<file path="config.mk">
export PLATFORM = sky130hd
export DESIGN_NAME = calc_entry_ctrl_flat
export DESIGN_NICKNAME = d
export VERILOG_FILES = /design/src/rtl/calc_entry_ctrl_if.sv /design/src/rtl/calc_entry_ctrl.sv /design/src/flat_wrapper.sv
export SDC_FILE = /design/constraint.sdc
export NUM_CORES = 1
export LEC_CHECK = 0
export ABC_AREA = 1
export CAP_MARGIN = 20
export CORE_MARGIN = 5
export CORE_UTILIZATION = 40
export CTS_CLUSTER_SIZE = 28
export DETAILED_ROUTE_END_ITERATION = 6
export MAX_ROUTING_LAYER = met4
export PLACE_DENSITY_LB_ADDON = 0.08
export SLEW_MARGIN = 25
export SYNTH_ARGS = -nofsm -noshare
export SYNTH_HDL_FRONTEND = slang
export SYNTH_SLANG_ARGS = --single-unit
export TNS_END_PERCENT = 50
</file>
<file path="constraint.sdc">
create_clock -name i_clk -period 7.2 [get_ports i_clk]
set_input_delay 2.16 -clock i_clk [delete_from_list [all_inputs] [get_ports i_clk]]
set_output_delay 2.16 -clock i_clk [all_outputs]
set_load 0.01 [all_outputs]
</file>
<file path="src/rtl/calc_entry_ctrl_if.sv">
// calc_entry_ctrl_if
//   Bundles the keypad strobe, the ALU req/ack handshake and the display
//   outputs of calc_entry_ctrl.
//   slave  : the sequencer side (consumes keys and ALU responses,
//            drives the ALU request and the display).
//   master : the environment side (keypad decoder, ALU and display path).
//   OP_W sets the operand and display width and must match the sequencer.
interface calc_entry_ctrl_if #(
    parameter int unsigned OP_W = 14
);
    logic            key_valid;
    logic [3:0]      key_code;
    logic            alu_req;
    logic [1:0]      alu_op;
    logic [OP_W-1:0] alu_a;
    logic [OP_W-1:0] alu_b;
    logic            alu_ack;
    logic [15:0]     alu_result;
    logic            alu_err;
    logic [OP_W-1:0] disp_value;
    logic            disp_err;
    logic            busy;

    modport slave (
        input  key_valid, key_code, alu_ack, alu_result, alu_err,
        output alu_req, alu_op, alu_a, alu_b, disp_value, disp_err, busy
    );

    modport master (
        output key_valid, key_code, alu_ack, alu_result, alu_err,
        input  alu_req, alu_op, alu_a, alu_b, disp_value, disp_err, busy
    );
endinterface

</file>
<file path="src/rtl/calc_entry_ctrl.sv">
// calc_entry_ctrl
//   Sequencer between the keypad decoder and the calculator ALU. Builds two
//   decimal operands and an operator from one-cycle key strobes, issues a
//   compute request over a req/ack handshake and holds the value to display.
//   Ports:
//     i_clk   : system clock, rising edge
//     i_rst_n : synchronous active-low reset
//     bus     : calc_entry_ctrl_if.slave
//               key_valid/key_code in; alu_req/alu_op/alu_a/alu_b out;
//               alu_ack/alu_result/alu_err in; disp_value/disp_err/busy out
//   Key codes: 0-9 digit, 10 add, 11 sub, 12 mul, 13 div, 14 '#', 15 '*'.
module calc_entry_ctrl #(
    parameter int unsigned MAX_DIGITS = 4,
    parameter int unsigned OP_W       = 14
) (
    input logic              i_clk,
    input logic              i_rst_n,
    calc_entry_ctrl_if.slave bus
);

    localparam int unsigned MAX_VAL = (10 ** MAX_DIGITS) - 1;
    localparam int unsigned CNT_W   = $clog2(MAX_DIGITS + 1);

    typedef enum logic [2:0] {
        ST_ENTRY_A,
        ST_OP_WAIT,
        ST_ENTRY_B,
        ST_REQ,
        ST_SHOW,
        ST_ERR
    } state_t;

    state_t          r_state, w_state_nxt;
    logic [OP_W-1:0] r_a, w_a_nxt;
    logic [OP_W-1:0] r_b, w_b_nxt;
    logic [1:0]      r_op, w_op_nxt;
    logic [CNT_W-1:0] r_cnt, w_cnt_nxt;
    logic [OP_W-1:0] r_result, w_result_nxt;

    logic            w_is_digit;
    logic            w_is_oper;
    logic            w_is_eq;
    logic            w_is_clr;
    logic [1:0]      w_key_op;
    logic [3:0]      w_digit;
    logic            w_cnt_full;
    logic [CNT_W-1:0] w_cnt_first;
    logic [OP_W-1:0] w_a_app;
    logic [OP_W-1:0] w_b_app;
    logic            w_res_bad;

    // v*10 + d via shifts, evaluated 4 bits wider than the operand. The
    // digit cap keeps the true result within MAX_VAL, so truncating is safe.
    function automatic logic [OP_W-1:0] f_append(input logic [OP_W-1:0] v,
                                                 input logic [3:0]      d);
        logic [OP_W+3:0] w_wide;
        w_wide = ((OP_W+4)'(v) << 3) + ((OP_W+4)'(v) << 1) + (OP_W+4)'(d);
        return w_wide[OP_W-1:0];
    endfunction

    // ------------------------------------------------------------------
    // Key decode
    // ------------------------------------------------------------------
    always_comb begin
        w_is_digit = bus.key_valid && (bus.key_code <= 4'd9);
        w_is_oper  = bus.key_valid && (bus.key_code >= 4'd10) && (bus.key_code <= 4'd13);
        w_is_eq    = bus.key_valid && (bus.key_code == 4'd14);
        w_is_clr   = bus.key_valid && (bus.key_code == 4'd15);
        w_key_op   = 2'(bus.key_code - 4'd10);
        w_digit    = bus.key_code;
    end

    assign w_cnt_full  = (r_cnt == CNT_W'(MAX_DIGITS));
    // A leading zero does not occupy a digit position.
    assign w_cnt_first = (w_digit != 4'd0) ? CNT_W'(1) : '0;
    assign w_a_app     = f_append(r_a, w_digit);
    assign w_b_app     = f_append(r_b, w_digit);
    assign w_res_bad   = bus.alu_err || (32'(bus.alu_result) > MAX_VAL);

    // ------------------------------------------------------------------
    // State and register update
    // ------------------------------------------------------------------
    always_ff @(posedge i_clk) begin
        if (!i_rst_n) begin
            r_state  <= ST_ENTRY_A;
            r_a      <= '0;
            r_b      <= '0;
            r_op     <= '0;
            r_cnt    <= '0;
            r_result <= '0;
        end else begin
            r_state  <= w_state_nxt;
            r_a      <= w_a_nxt;
            r_b      <= w_b_nxt;
            r_op     <= w_op_nxt;
            r_cnt    <= w_cnt_nxt;
            r_result <= w_result_nxt;
        end
    end

    // ------------------------------------------------------------------
    // Next-state logic
    // ------------------------------------------------------------------
    always_comb begin
        w_state_nxt  = r_state;
        w_a_nxt      = r_a;
        w_b_nxt      = r_b;
        w_op_nxt     = r_op;
        w_cnt_nxt    = r_cnt;
        w_result_nxt = r_result;

        // '*' clears from every state except REQ, where all keys are held off
        // so the operands stay stable for the ALU.
        if (w_is_clr && (r_state != ST_REQ)) begin
            w_state_nxt = ST_ENTRY_A;
            w_a_nxt     = '0;
            w_b_nxt     = '0;
            w_op_nxt    = '0;
            w_cnt_nxt   = '0;
        end else begin
            case (r_state)
                ST_ENTRY_A: begin
                    if (w_is_digit) begin
                        if (!w_cnt_full && !((r_a == '0) && (w_digit == 4'd0))) begin
                            w_a_nxt   = w_a_app;
                            w_cnt_nxt = r_cnt + CNT_W'(1);
                        end
                    end else if (w_is_oper) begin
                        w_op_nxt    = w_key_op;
                        w_state_nxt = ST_OP_WAIT;
                    end
                end

                ST_OP_WAIT: begin
                    if (w_is_digit) begin
                        w_b_nxt     = OP_W'(w_digit);
                        w_cnt_nxt   = w_cnt_first;
                        w_state_nxt = ST_ENTRY_B;
                    end else if (w_is_oper) begin
                        w_op_nxt = w_key_op;
                    end
                end

                ST_ENTRY_B: begin
                    // Operators are ignored here: no chained expressions.
                    if (w_is_digit) begin
                        if (!w_cnt_full && !((r_b == '0) && (w_digit == 4'd0))) begin
                            w_b_nxt   = w_b_app;
                            w_cnt_nxt = r_cnt + CNT_W'(1);
                        end
                    end else if (w_is_eq) begin
                        w_state_nxt = ST_REQ;
                    end
                end

                ST_REQ: begin
                    if (bus.alu_ack) begin
                        if (w_res_bad) begin
                            w_state_nxt = ST_ERR;
                        end else begin
                            w_result_nxt = bus.alu_result[OP_W-1:0];
                            w_state_nxt  = ST_SHOW;
                        end
                    end
                end

                ST_SHOW: begin
                    if (w_is_digit) begin
                        w_a_nxt     = OP_W'(w_digit);
                        w_cnt_nxt   = w_cnt_first;
                        w_b_nxt     = '0;
                        w_state_nxt = ST_ENTRY_A;
                    end else if (w_is_oper) begin
                        w_a_nxt     = r_result;
                        w_op_nxt    = w_key_op;
                        w_state_nxt = ST_OP_WAIT;
                    end
                end

                ST_ERR: begin
                end

                default: begin
                    w_state_nxt = ST_ENTRY_A;
                end
            endcase
        end
    end

    // ------------------------------------------------------------------
    // Outputs, decoded from registered state
    // ------------------------------------------------------------------
    assign bus.alu_req  = (r_state == ST_REQ);
    assign bus.busy     = (r_state == ST_REQ);
    assign bus.alu_op   = r_op;
    assign bus.alu_a    = r_a;
    assign bus.alu_b    = r_b;
    assign bus.disp_err = (r_state == ST_ERR);

    always_comb begin
        bus.disp_value = '0;
        case (r_state)
            ST_ENTRY_A: bus.disp_value = r_a;
            ST_OP_WAIT: bus.disp_value = r_a;
            ST_ENTRY_B: bus.disp_value = r_b;
            ST_REQ:     bus.disp_value = r_b;   // keep the last entry visible
            ST_SHOW:    bus.disp_value = r_result;
            default:    bus.disp_value = '0;
        endcase
    end

endmodule

</file>
<file path="src/flat_wrapper.sv">
// flat-port wrapper written by rule: the top's interface ports become plain ports
module calc_entry_ctrl_flat 
#(
    parameter int unsigned MAX_DIGITS = 4,
    parameter int unsigned OP_W       = 14
)
  (i_clk, i_rst_n, bus_key_valid, bus_key_code, bus_alu_ack, bus_alu_result, bus_alu_err, bus_alu_req, bus_alu_op, bus_alu_a, bus_alu_b, bus_disp_value, bus_disp_err, bus_busy);
  calc_entry_ctrl_if #(.OP_W(OP_W)) bus_i ();
  input logic i_clk;
  input logic i_rst_n;
  input wire logic [$bits(bus_i.key_valid)-1:0] bus_key_valid;
  input wire logic [$bits(bus_i.key_code)-1:0] bus_key_code;
  input wire logic [$bits(bus_i.alu_ack)-1:0] bus_alu_ack;
  input wire logic [$bits(bus_i.alu_result)-1:0] bus_alu_result;
  input wire logic [$bits(bus_i.alu_err)-1:0] bus_alu_err;
  output wire logic [$bits(bus_i.alu_req)-1:0] bus_alu_req;
  output wire logic [$bits(bus_i.alu_op)-1:0] bus_alu_op;
  output wire logic [$bits(bus_i.alu_a)-1:0] bus_alu_a;
  output wire logic [$bits(bus_i.alu_b)-1:0] bus_alu_b;
  output wire logic [$bits(bus_i.disp_value)-1:0] bus_disp_value;
  output wire logic [$bits(bus_i.disp_err)-1:0] bus_disp_err;
  output wire logic [$bits(bus_i.busy)-1:0] bus_busy;
  assign bus_i.key_valid = bus_key_valid;
  assign bus_i.key_code = bus_key_code;
  assign bus_i.alu_ack = bus_alu_ack;
  assign bus_i.alu_result = bus_alu_result;
  assign bus_i.alu_err = bus_alu_err;
  assign bus_alu_req = bus_i.alu_req;
  assign bus_alu_op = bus_i.alu_op;
  assign bus_alu_a = bus_i.alu_a;
  assign bus_alu_b = bus_i.alu_b;
  assign bus_disp_value = bus_i.disp_value;
  assign bus_disp_err = bus_i.disp_err;
  assign bus_busy = bus_i.busy;
  calc_entry_ctrl #(.MAX_DIGITS(MAX_DIGITS), .OP_W(OP_W)) u_core (.i_clk(i_clk), .i_rst_n(i_rst_n), .bus(bus_i));
endmodule
</file>
# [Word level (Yosys, flattened, before mapping)]
# Index checks and enable logic that the tools add are counted.
[op_classes] shift=0 bitwise=5 multipliers=0 add_sub_neg=6 muxes=27 div_mod_pow=0 n_eq_ne=21 reduce_logical=33 order_cmp=4
[ops] cell="14-bit two-way mux" count=8
[ops] cell="14-bit one-hot mux with 3 select lines" count=2
[ops] cell="3-bit two-way mux" count=12
[ops] cell="14-bit adder" count=2
[ops] cell="14-bit by 4-bit adder with 14-bit output" count=2
[ops] cell="14-bit zero test" count=2
[ops] cell="14-bit one-hot mux with 2 select lines" count=1
[ops] cell="3-bit one-hot mux with 6 select lines" count=1
[ops] cell="16-bit by 14-bit > comparator with 1-bit output, second input constant" count=1
[ops] cell="2-bit by 1-bit != test with 1-bit output, second input constant" count=8
[ops] cell="6-bit AND reduction" count=2
[ops] cell="1-bit logical AND" count=10
[ops] cell="3-bit == test, second input constant" count=3
[ops] cell="3-bit one-hot mux with 3 select lines" count=1
[ops] cell="4-bit == test, second input constant" count=2
[ops] cell="4-bit less-or-equal comparator, second input constant" count=2
[ops] cell="4-bit AND reduction" count=2
[ops] cell="2-bit OR reduction" count=4
[ops] cell="3-bit by 2-bit == test with 1-bit output, second input constant" count=2
[ops] cell="2-bit != test, second input constant" count=3
[ops] cell="3-bit nonzero test" count=2
[ops] cell="1-bit NOT" count=5
[ops] cell="5-bit AND reduction" count=1
[ops] cell="4-bit greater-or-equal comparator, second input constant" count=1
[ops] cell="14 further kinds" count=17
[totals] mem_bits_ro=0 mem_count=0 reg_bits=50 mem_bits_rw=0 latchBits=0 input_bits=25

# [Depth between registers and ports, before layout]
# Gate-level depths: netlist of run 1.
[depth] ltp_word=7 depth_mapped=15 ltp_nobuf=15

# [Worst setup path before layout of run 1]
# Ideal clock, no wire load.
[synth_path] path_kind="input-to-reg" start="input bus_key_code[3]" end="register u_core.r_a[10], in the netlist u_core.bus.alu_a[10]" slack_ps=3252 arrival_time_ps=3835 required_ps=7087 path_buffers=0 cell_stages=12 cell_sequence="inv_2 fa_1 inv_1 fa_1 nand3_1 nand3_1 nand2_1 nand2_1 o21ai_0 a21oi_1 nor2_1 nor2_1"
[synth_via] elab_chain_cells=6 word_cells_on_any_way=23
[synth_lines] element="from (decl)" line="flat_wrapper.sv:12" rtl="input wire logic [$bits(bus_i.key_code)-1:0] bus_key_code;"
[synth_lines] element="branches (longest 6 deep; another with 14-bit by 4-bit adder with 14-bit output)"
[synth_lines] element="to (signal assigned)" line="calc_entry_ctrl.sv:93" rtl="r_a <= w_a_nxt;"
[synth_lines] element="to (decl)" line="calc_entry_ctrl.sv:34" rtl="logic [OP_W-1:0] r_a, w_a_nxt;"
# Parallel ways; which one is timed is not known. The select of a mux whose other input is x is not followed.
# A chain may end at the register's enable or synchronous reset.

# [Worst setup path in the final report of run 1]
[layout_path] start="register u_core.r_state[1]" end="output bus_disp_value[6]"
[layout_via] elab_chain_cells=3 word_cells_on_any_way=8
[layout_lines] element="from (decl)" line="calc_entry_ctrl.sv:33" rtl="state_t r_state, w_state_nxt;"
[layout_lines] element="from (signal assigned)" line="calc_entry_ctrl.sv:92" rtl="r_state <= w_state_nxt;"
[layout_lines] element="3-bit by 2-bit == test with 1-bit output (tied with other cells)" line="calc_entry_ctrl.sv:202" rtl="case (r_state)"
[layout_lines] element="2-bit OR reduction (no line)"
[layout_lines] element="14-bit one-hot mux with 3 select lines (*)" line="calc_entry_ctrl.sv:202"
[layout_lines] element="to (decl)" line="flat_wrapper.sv:20" rtl="output wire logic [$bits(bus_i.disp_value)-1:0] bus_disp_value;"
# Mark *: on every way between the ends. The rest lies on a longest branch, timed or not.

==> results_dict.tcl, run 1 <==
set metrics [dict create \
    status "finished, final reports clean" \
    die_x_microns 115.1 \
    synth_cell_types 44 \
    gp_congestion 0.9126 \
    grt_setup_unrepaired "no" \
    critPathMaxStageDelay_ns 0.60 \
    wire_per_inst_microns 15.67 \
    ys_ff_latch 50 \
    dp_cells 895 \
    period_share 0.6585 \
    drtIter0Drc 391 \
    final_cell_area_sq_um 5296 \
    syn_area_sq_um 4417 \
    critPathSlowestCell "clkdlybuf4s50_1" \
    cts_root_buf "clkbuf_8" \
    yosysMostFrequentCell "nand2_1" \
    clkTransAtPathRegs_ns 0.10 \
    slew_violations 0 \
    cts_resized 0 \
    skew_ns 0.01140 \
    clk_path_buf_depth 2 \
    postCtsSetupBuffers 0 \
    gr-usage-met2 0.3735 \
    hpwlAfterDp_microns 11100 \
    hold_end "u_core.bus.alu_op[0]" \
    ys_async_sr_fraction 0 \
    grt_overflow 0 \
    p_per_area_nw_per_um2 295.8 \
    grt_pass1_vias 4737 \
    clk_latency_ns 0.32 \
    synth_top_area_cell "dfxtp_1" \
    antenna_found_initial 0 \
    nNetsFinal 837 \
    synth_top_flop_cell "dfxtp_1" \
    cts_made_buffers 5 \
    met1_usage 0.2968 \
    setup.worst_path.start_class "flip-flop" \
    finish.utilization 0.4886 \
    viasPerCell 5.261 \
    core_sq_um 10840 \
    ant_nets 0 \
    num_rows 38 \
    synth_edf_count 0 \
    io_buffers 71 \
    worst_slew_pin_slew_ns 0.7180 \
    reg2regPathDepth 11 \
    fmax_mhz 210.9 \
    drv_cap 0 \
    firstDrtPassIters 6 \
    syn_avg_cell_area_sq_um 6.319 \
    vias 4751 \
    hold_viol_final 0 \
    fin_setup_tns_ns 0 \
    syn_inst 699 \
    crit_arrival_ns 2.58 \
    ys_top_cells_by_count "nand2_1, nor2_1, inv_1" \
    busiest_layer "met2" \
    setup-violations-final 0 \
    reg2reg_slack_ns 4.66 \
    start_util 0.4074 \
    critPathCaptureType "output port" \
    drive_gt1_frac 0.05505 \
    wirelength_microns 14150 \
    slew_headroom 0.5213 \
    use_met3 0.02316 \
    holdPathStages 2 \
    reg2reg_to "u_core.bus.alu_b[13]" \
    yosysSeqAreaShare 0.2266 \
    clkSinkCount 50 \
    synth_top_area_share 0.2266 \
    num_io_pins 72 \
    crit_chain "nor2_1 > nand2_2 > inv_2 > nand2_1 > o211ai_1 > clkdlybuf4s50_1" \
    p_leak_nw 2.610 \
    die_area_sq_um 13240 \
    diodes 0 \
    dpl_cell_area_sq_um 5201 \
    grt_use_total 0.2271 \
    syn_to_final_growth_pct 19.92 \
    hold_path_startpoint "u_core.bus.alu_op[0]" \
    cp.required_ns 5.04 \
    crit_type "reg2out" \
    cts_tree "built" \
    drc 0 \
    hp-class "reg2reg" \
    stdcell_count 903 \
    holdBufCountCts 0 \
    fin_crit_ns 4.741 \
    r2r-start "u_core.bus.alu_b[2]" \
    htree_levels 2 \
    synth_area_leaders "dfxtp_1, nand2_1, ha_1" \
    die_h_microns 115.1 \
    grt_pass1_wl_microns 23400 \
    max-vdd-ir-drop_v 0.0001123 \
    syn-num-nets 774 \
    grt_max_degree 29 \
    yosysWarnings 0 \
    cp_max_fo 28 \
]
-- per-layer routing --
metal / routed length, microns / vias to the layer above / part of all wire
met3: 868 / 34 / 0.061
met1: 6396 / 2143 / 0.45
met5: 0 / - / 0
met2: 6481 / 179 / 0.46
met4: 400 / 0 / 0.028
li1: - / 2395 / -
-- power breakdown --
group	internal, W	switching, W	total, W
combinational	0.000411	0.000559	0.000970
clock	0.0000726	0.000114	0.000187
sequential	0.000326	0.0000838	0.000410
total	0.000809	0.000757	0.00157
-- flip-flops by register name, summed over array words and instances, names as in the netlist --
register           cells
u_core.bus.alu_a      14
u_core.bus.alu_b      14
u_core.bus.alu_op      2
u_core.r_cnt           3
u_core.r_result       14
u_core.r_state         3
-- worst max-delay path by stage --
stage / startpoint / to / slack (ns) / cells after the start
2_1_floorplan: bus_key_code[3] / u_core.bus.alu_a[10] / 3.25 / 12
3_3_place_gp: bus_key_code[3] / u_core.bus.alu_b[13] / 2.45 / 12
3_5_place_dp: bus_key_code[3] / u_core.bus.alu_b[13] / 2.41 / 12
5_1_grt: u_core.r_state[1] / bus_disp_value[6] / 2.31 / 6
4_1_cts: u_core.r_state[1] / bus_disp_value[6] / 2.46 / 6
6_report: u_core.r_state[1] / bus_disp_value[6] / 2.46 / 6
-- area by class of cell --
class	count	area, sq um
repair buffers	71	710.7
inverters	88	332.8
clock inverters	3	26.28
multi-input cells	546	2982
clock buffers	5	68.82
fillers	1164	5544
well taps	140	175.2
flip-flops and latches	50	1001
-- worst max-delay path, delay by kind of cell (launching register included) --
family | cells | cell delay (ns)
compound gates | 1 | 0.16
flops | 1 | 0.37
simple gates | 3 | 0.75
buf+inv | 2 | 0.98
-- kinds of logic (layout without fill, tap and decap cells) --
family,count (synthesis),in the layout,synth area share
xor+xnor,6,6,0.01190
compound gates,103,103,0.1439
flops,50,50,0.2266
fa+ha+maj,50,50,0.1484
buf+inv,103,167,0.09830
simple gates,387,387,0.3708
-- stage by stage --
step / total power [W] / setup WS, ns / hold slack (ns)
floorplan: 0.001018 / 3.252 / 0.4578
global placement: 0.001364 / 2.455 / 0.4515
detailed placement: 0.001375 / 2.412 / 0.4518
CTS: 0.001569 / 2.458 / 0.4683
global route: 0.001710 / 2.307 / 0.4883
finish: 0.001566 / 2.459 / 0.4633
-- placed cells by master (no fill, tap or decap), types with 8 or more instances in the layout --
master and instances:
nand4_1 8, nand2_1 200, ha_1 46, dfxtp_1 50, nand3_1 48, inv_1 79, o21ai_0 21, nor2_1 107
clkdlybuf4s50_1 71, a21oi_1 45
No activity file was read; power rests on OpenSTA's default activity.
==> inputs of run 2 (changes only) <==
==> constraint.sdc (replaced) <==
create_clock -name i_clk -period 4 [get_ports i_clk]
set_input_delay 1.2 -clock i_clk [delete_from_list [all_inputs] [get_ports i_clk]]
set_output_delay 1.2 -clock i_clk [all_outputs]
set_load 0.01 [all_outputs]
==> results_dict.tcl, run 2 (synthesis results as in run 1) <==
set metrics [dict create \
    status "finished, final reports clean" \
    ant_nets 0 \
    slew_headroom 0.5569 \
    grt_max_degree 29 \
    clk_path_buf_depth 2 \
    clkSinkCount 50 \
    finish.utilization 0.4913 \
    setup-violations-final 0 \
    diodes 0 \
    power.share.combinational 0.617 \
    clk_latency_ns 0.35 \
    die_h_microns 115.1 \
    reg2reg_slack_ns 1.51 \
    clkTransAtPathRegs_ns 0.10 \
    crit_type "reg2out" \
    viasPerCell 5.244 \
    die_area_sq_um 13240 \
    slew_violations 0 \
    cts_resized 0 \
    core_sq_um 10840 \
    reg2regPathDepth 12 \
    crit_chain "nor2_1 > nand2_2 > inv_2 > nand2_1 > o211ai_1 > clkdlybuf4s50_1" \
    switchingPower_w 0.001378 \
    endpoint "bus_disp_value[6]" \
    grt_use_total 0.2339 \
    worst_slew_pin_slew_ns 0.6646 \
    critPathMaxStageDelay_ns 0.60 \
    antenna_found_initial 0 \
    total_power_w 0.002845 \
    path_buf_inv 2 \
    grt_pass1_wl_microns 23610 \
    hold_viol_final 0 \
    fin_ws_ns 0.2847 \
    p_per_area_nw_per_um2 534.1 \
    fin_crit_ns 3.715 \
    critPathSlowestCell "clkdlybuf4s50_1" \
    postCtsSetupBuffers 0 \
    fillers 1171 \
    vias 4756 \
    die_x_microns 115.1 \
    power.internal_w 0.001466 \
    fin_setup_tns_ns 0 \
    grt_overflow 0 \
    path_delay_family "buffers and inverters" \
    setup.worst_path.start_class "flip-flop" \
    io_buffers 71 \
    fmax_mhz 269.2 \
    wire_per_inst_microns 15.92 \
    drtIter0Drc 378 \
    cts_tree "built" \
    place_ws_ns 0.2579 \
    layout_common_cells "nand2_1, nor2_1, inv_1, clkdlybuf4s50_1, dfxtp_1" \
    crit_start "u_core.r_state[1]" \
    holdBufCountCts 0 \
    cp_max_fo 20 \
    p_seq_frac 0.258 \
    grt_setup_unrepaired "no" \
    drc 0 \
    swShare 0.4845 \
    htree_levels 2 \
    whs_ns 0.4679 \
    p_leak_nw 2.629 \
    hp-class "reg2reg" \
    max-vdd-ir-drop_v 0.0002199 \
    clockPowerShare 0.124 \
    num_io_pins 72 \
    hpwlAfterDp_microns 11310 \
    gp_congestion 0.9392 \
    firstDrtPassIters 6 \
    syn_to_final_growth_pct 20.59 \
    start_util 0.4074 \
    r2r-start "u_core.bus.alu_a[0]" \
    cts_root_buf "clkbuf_8" \
    crit_arrival_ns 2.52 \
    reg2reg_to "u_core.bus.alu_a[10]" \
    drv_cap 0 \
    num_rows 38 \
    nNetsFinal 841 \
    cp.required_ns 2.80 \
    cts_made_buffers 5 \
    grt_pass1_vias 4673 \
    skew_ns 0.009733 \
    critPathCaptureType "output port" \
    period_share 0.9288 \
    worst-path-stages 6 \
    drive_gt1_frac 0.05997 \
    mostFrequentLayoutCell "nand2_1" \
    wirelength_microns 14440 \
]
-- run 2: changes by cell type in the layout (fill, tap and decap cells not counted) --
cell and delta:
buf_4 +4
-- run 2: layout make-up --
class | instances | area (sq um) | share of cell area
tap | 140 | 175.2 | 0.03289
clock inverter | 3 | 26.28 | 0.004933
sequential | 50 | 1001 | 0.1879
multi-input combinational | 546 | 2982 | 0.5598
clock buffer | 5 | 68.82 | 0.01292
timing repair buffer | 75 | 740.7 | 0.1391
inverter | 88 | 332.8 | 0.06249
-- run 2: how the worst min path moves through the flow --
| stage | start | end | slack [ns] | depth (start not counted) |
|---|---|---|---|---|
| 6_report | u_core.bus.alu_op[0] | u_core.bus.alu_op[0] | 0.47 | 2 |
| 5_1_grt | u_core.bus.alu_op[0] | u_core.bus.alu_op[0] | 0.52 | 2 |
| 3_5_place_dp | u_core.bus.alu_op[0] | u_core.bus.alu_op[0] | 0.46 | 2 |
| 4_1_cts | u_core.bus.alu_op[0] | u_core.bus.alu_op[0] | 0.47 | 2 |
| 2_1_floorplan | u_core.r_cnt[1] | u_core.r_cnt[1] | 0.46 | 2 |
| 3_3_place_gp | u_core.bus.alu_op[0] | u_core.bus.alu_op[0] | 0.45 | 2 |
-- run 2: power groups by stage --
stage          Combinational (W)  Sequential [W]  Clock [W]
6_report                 0.00176        0.000735   0.000354
5_1_grt                  0.00197        0.000751   0.000387
4_1_cts                  0.00175        0.000736   0.000361
3_5_place_dp             0.00173        0.000747          0
3_3_place_gp             0.00173        0.000746          0
2_1_floorplan            0.00111        0.000722          0
-- run 2: worst register-to-register path, stage by stage, from the launching register on --
cell     delay, ns
dfxtp_1       0.43
inv_1         0.14
fa_1          0.54
inv_1         0.07
fa_1          0.48
nand3_1       0.11
nand3_1       0.15
nand2_1       0.09
nand2_1       0.06
o21ai_0       0.15
a21oi_1       0.06
nor2_1        0.09
nor2_1        0.04
-- run 2: routing by layer --
metal	global-route usage	vias to the layer above	part of all wire
li1	-	2401	-
met1	0.2991	2164	0.45
met2	0.3735	153	0.46
met3	0.03947	38	0.059
met4	0.08059	0	0.030
met5	-	-	0
-- run 2: stage by stage --
step | cells | instance area, sq um
6_report | 907 | 5326
3_5_place_dp | 899 | 5231
2_1_floorplan | 699 | 4417
3_3_place_gp | 899 | 5231
4_1_cts | 907 | 5326
5_1_grt | 907 | 5326
